$ cat src/rtl/led_trail_pwm.sv
// Per-channel LED fader: a requested channel jumps to full brightness, then decays by DECAY_STEP
// every DECAY_DIV cycles, and each channel drives a registered PWM output. Define LED_TRAIL_GAMMA_EN for squared-brightness compare.
module led_trail_pwm #(
  parameter int CH         = 4,
  parameter int BW         = 8,
  parameter int DECAY_DIV  = 65536,
  parameter int DECAY_STEP = 16
) (
  input  logic               clk,
  input  logic               rst,
  input  logic [CH-1:0]      pattern,
  output logic [CH-1:0]      pwm_out,
  output logic [CH*BW-1:0]   level,
  output logic               tick
);

  localparam int            DW    = $clog2(DECAY_DIV);
  localparam logic [BW-1:0] LMAX  = '1;
  localparam logic [BW-1:0] STEP  = BW'(DECAY_STEP);
  localparam logic [DW-1:0] DLAST = DW'(DECAY_DIV - 1);

  logic [CH-1:0] r_pat_q;
  logic [DW-1:0] r_dcnt;
  logic          r_tick;
  logic [BW-1:0] r_pwm_cnt;

  always_ff @(posedge clk or posedge rst) begin
    if (rst) begin
      r_pat_q   <= '0;
      r_dcnt    <= '0;
      r_tick    <= 1'b0;
      r_pwm_cnt <= '0;
    end else begin
      r_pat_q   <= pattern;
      r_pwm_cnt <= r_pwm_cnt + 1'b1;
      if (r_dcnt == DLAST) begin
        r_dcnt <= '0;
        r_tick <= 1'b1;
      end else begin
        r_dcnt <= r_dcnt + 1'b1;
        r_tick <= 1'b0;
      end
    end
  end

  assign tick = r_tick;

  for (genvar gi = 0; gi < CH; gi++) begin : g_ch
    logic [BW-1:0] r_lvl;
    logic          r_pwm;
    logic [BW-1:0] w_cmp;
    logic          w_full;

`ifdef LED_TRAIL_GAMMA_EN
    logic [2*BW-1:0] w_sq;
    assign w_sq  = {{BW{1'b0}}, r_lvl} * {{BW{1'b0}}, r_lvl};
    assign w_cmp = w_sq[2*BW-1:BW];
`else
    assign w_cmp = r_lvl;
`endif

    // Full-on keys off the raw level so gamma (which maps max to max-1) still has no off-slot.
    assign w_full = (r_lvl == LMAX);

    always_ff @(posedge clk or posedge rst) begin
      if (rst) begin
        r_lvl <= '0;
        r_pwm <= 1'b0;
      end else begin
        if (r_pat_q[gi]) begin
          r_lvl <= LMAX;
        end else if (r_tick) begin
          r_lvl <= (r_lvl > STEP) ? (r_lvl - STEP) : '0;
        end
        r_pwm <= w_full | (r_pwm_cnt < w_cmp);
      end
    end

    assign level[gi*BW +: BW] = r_lvl;
    assign pwm_out[gi]        = r_pwm;
  end

endmodule

$ cat config.mk
export PLATFORM = sky130hd
export DESIGN_NAME = led_trail_pwm
export DESIGN_NICKNAME = d
export VERILOG_FILES = /design/src/rtl/led_trail_pwm.sv
export SDC_FILE = /design/constraint.sdc
export NUM_CORES = 1
export LEC_CHECK = 0
export BUFFER_PORTS_ARGS = -buffer_cell sky130_fd_sc_hd__buf_4
export CAP_MARGIN = 20
export CORE_ASPECT_RATIO = 1.1
export CORE_MARGIN = 4
export CORE_UTILIZATION = 52
export CTS_BUF_LIST = sky130_fd_sc_hd__clkbuf_8 sky130_fd_sc_hd__clkbuf_16
export CTS_CLUSTER_DIAMETER = 120
export DETAILED_ROUTE_END_ITERATION = 8
export GPL_ROUTABILITY_DRIVEN = 0
export PLACE_DENSITY = 0.76
export SYNTH_ARGS = -nofsm -noshare
export SYNTH_HDL_FRONTEND = slang
export SYNTH_SLANG_ARGS = --single-unit
$ cat constraint.sdc
create_clock -name clk -period 1.73 [get_ports clk]
set_clock_uncertainty 0.2 [all_clocks]
set_input_delay 0.2595 -clock clk [delete_from_list [all_inputs] [get_ports clk]]
set_output_delay 0.2595 -clock clk [all_outputs]
set_load 0.01 [all_outputs]
==> results.yml <==
placement:
  port_buffers: 42
  place_inst: 426
  dp_hpwl_um: 4740
die:
  initial_core_util: 0.539
  core_um2: 5770
  die_w_um: 81.7
  die_area_um2: 7280
  die_h_um: 89.1
  io-pin-count: 43
  rows: 29
sta:
  slew_violations: 0
  hold_violations: 0
  finalCriticalPeriod_ns: 1.65
  slew_headroom: 0.743
  final-setup-viol-count: 0
  worstMarginPinSlew_ns: 0.379
  fmax_mhz: 604
  period_share: 0.956
critical_path:
  critPathMaxFanout: 8
  r2r_setup_slack_ns: 0.08
  cp.arrival_ns: 1.71
  reg2regPathDepth: 5
  r2r_start: "r_pwm_cnt[2]"
  r2r_end: "g_ch[3].r_pwm"
  critical_path_required_ns: 1.79
  cp-start-kind: "register"
  worstSetupEndpointType: "register"
  critical_path_class: "register to register"
pwr:
  power_switching_mw: 0.433
  pwr-share-clk: 0.399
  p_sw_frac: 0.200
  p_comb_frac: 0.025
  p_leak_nw: 1.96
  p_per_area_nw_per_um2: 570
  internal_power_mw: 1.73
  peakVddDrop_mv: 0.348
  p_seq_frac: 0.576
  power_mw: 2.16
finish:
  nFillCells: 455
  antenna_cells: 0
  drive_above_1_share: 0.241
  layout.cells.non_filler: 442
  num-nets-final: 412
  area_growth_pct: 22.0
  final_common_cell: "buf_4"
  final_cell_mix: "buf_4 (64), dfrtp_1 (49), ha_1 (41), inv_1 (30), nand2_1 (20)"
global_route:
  grt_first_pass_wirelength_um: 10800
  grt_use_total: 0.189
  grt_pass1_vias: 2467
  grt_max_degree: 28
  antenna_found_initial: 0
  grt-ovfl-total: 0
drt:
  wl_per_cell_um: 14.2
  ant_nets: 0
  wirelength_um: 6300
  viasPerCell: 5.48
  dr.pass1.iters: 4
  drc: 0
  drt_iter0_drc: 76
  num_vias: 2423
cts:
  cts_buffer_depth: 2
  clkTransAtPathRegs_ns: 0.10
  clock-root-buffer: "clkbuf_8"
  clock_latency_ns: 0.31
  cts_tree: "done"
  numClockSinks: 53
  htree_num_levels: 2
  numCtsBuffers: 5
synth:
  synth_edf_count: 0
  avgSynthCellArea_um2: 10.2
  yosys_warnings: 0
  yosysUniqueCellTypes: 34
  netlist_area_um2: 3110
  async_flop_share: 1.00
  syn_nets: 352
  ys.flop_type: "dfrtp_1"
  synthCells: 304
  ys_seq_area_frac: 0.427
  ys_ff_latch: 53
outcome:
  outcome: "completed"
min_path:
  hold_path_class: "primary input to asynchronous set/reset pin"
job:
  maxCapViolCount: 0
## worst max-delay path, stage by stage, from the launching register on
cell      delay, ns
dfrtp_1        0.52
ha_1           0.29
o21a_1         0.17
o21ai_0        0.22
o211ai_1       0.12
nand3_1        0.09
## cell type report
class | instances | area, um^2 | share of cell area
multi-input combinational | 203 | 1580 | 0.416
sequential | 53 | 1330 | 0.351
timing repair buffer | 70 | 551 | 0.145
inverter | 31 | 120 | 0.0317
tap | 77 | 96.3 | 0.0254
clock buffer | 6 | 82.6 | 0.0218
clock inverter | 2 | 33.8 | 0.00891
## through the flow
| step | hold slack [ns] | area, um^2 | setup slack, ns | utilization | TNS [ns] |
|---|---|---|---|---|---|
| after floorplan | 0.0909 | 3110 | 0.0249 | - | 0 |
| after global placement | 0.0514 | 3560 | 0.0394 | 0.618 | 0 |
| after global routing | 0.299 | 3790 | -0.0330 | 0.658 | -0.0486 |
| final | 0.270 | 3790 | 0.0754 | 0.658 | 0 |
| after CTS | 0.266 | 3730 | 0.0136 | 0.647 | 0 |
| after detailed placement | 0.0532 | 3560 | 0.0231 | 0.618 | 0 |
## flip-flops by register name, summed over array words and instances (netlist names)
signal      flops
g_ch.r_lvl     20
g_ch.r_pwm      4
r_dcnt         16
r_pat_q         4
r_pwm_cnt       8
tick            1
## worst max-delay path by stage
stage,cells past startpoint,from,slack (ns),end
global placement,5,g_ch[3].r_lvl[2],0.04,g_ch[3].r_pwm
finish,5,r_pwm_cnt[2],0.08,g_ch[3].r_pwm
detailed placement,4,r_pwm_cnt[1],0.02,g_ch[1].r_pwm
floorplan,5,g_ch[1].r_lvl[2],0.02,g_ch[1].r_pwm
CTS,4,r_pwm_cnt[1],0.01,g_ch[2].r_pwm
global route,5,r_pwm_cnt[2],-0.03,g_ch[3].r_pwm
## cells in the mapped netlist, types with 2 or more instances
cell / number / area share
o41ai_1: 2 / 0.0056
nor2_1: 11 / 0.013
inv_1: 30 / 0.036
nand2_1: 20 / 0.024
nor3_1: 7 / 0.011
xnor2_1: 10 / 0.028
a21oi_1: 13 / 0.021
and3_1: 4 / 0.0080
o21a_1: 4 / 0.0097
o31ai_1: 5 / 0.012
xor2_1: 10 / 0.028
nand2b_1: 4 / 0.0080
a21o_1: 5 / 0.012
o211ai_1: 8 / 0.019
nor4_1: 4 / 0.0080
buf_4: 16 / 0.039
nor2b_1: 3 / 0.0060
o221ai_1: 5 / 0.014
a2111oi_0: 4 / 0.011
ha_1: 42 / 0.17
nand3_1: 16 / 0.026
nand4_1: 11 / 0.022
dfrtp_1: 53 / 0.43
o21ai_0: 7 / 0.011
## cell families after synthesis
kind of cell,synth area share
simple gates,0.148
compound gates,0.122
flops,0.427
buf+inv,0.0773
fa+ha+maj,0.169
xor+xnor,0.0563
## routing by layer
layer	share of wire	GRT usage	up-vias
met3	0.032	0.0252	12
li1	-	-	1189
met2	0.53	0.344	48
met1	0.42	0.221	1174
met5	0	0	-
met4	0.017	0.0816	0
## power by group through the flow
stage | clock network, mW | registers, mW | logic [mW]
2_1_floorplan | 0 | 1.27 | 0.0224
3_3_place_gp | 0 | 1.27 | 0.0470
3_5_place_dp | 0 | 1.27 | 0.0476
4_1_cts | 0.886 | 1.25 | 0.0567
5_1_grt | 0.930 | 1.25 | 0.0615
6_report | 0.863 | 1.25 | 0.0542
## what timing repair did
action                     CTS  global route
resized for setup            1            15
hold endpoints to repair    15             0
buffers inserted             0             3
pin swaps                    0             0
cloned                       0             0
hold buffers                 5             0
setup endpoints to repair    1            20
No activity file was read; power rests on OpenSTA's default activity.
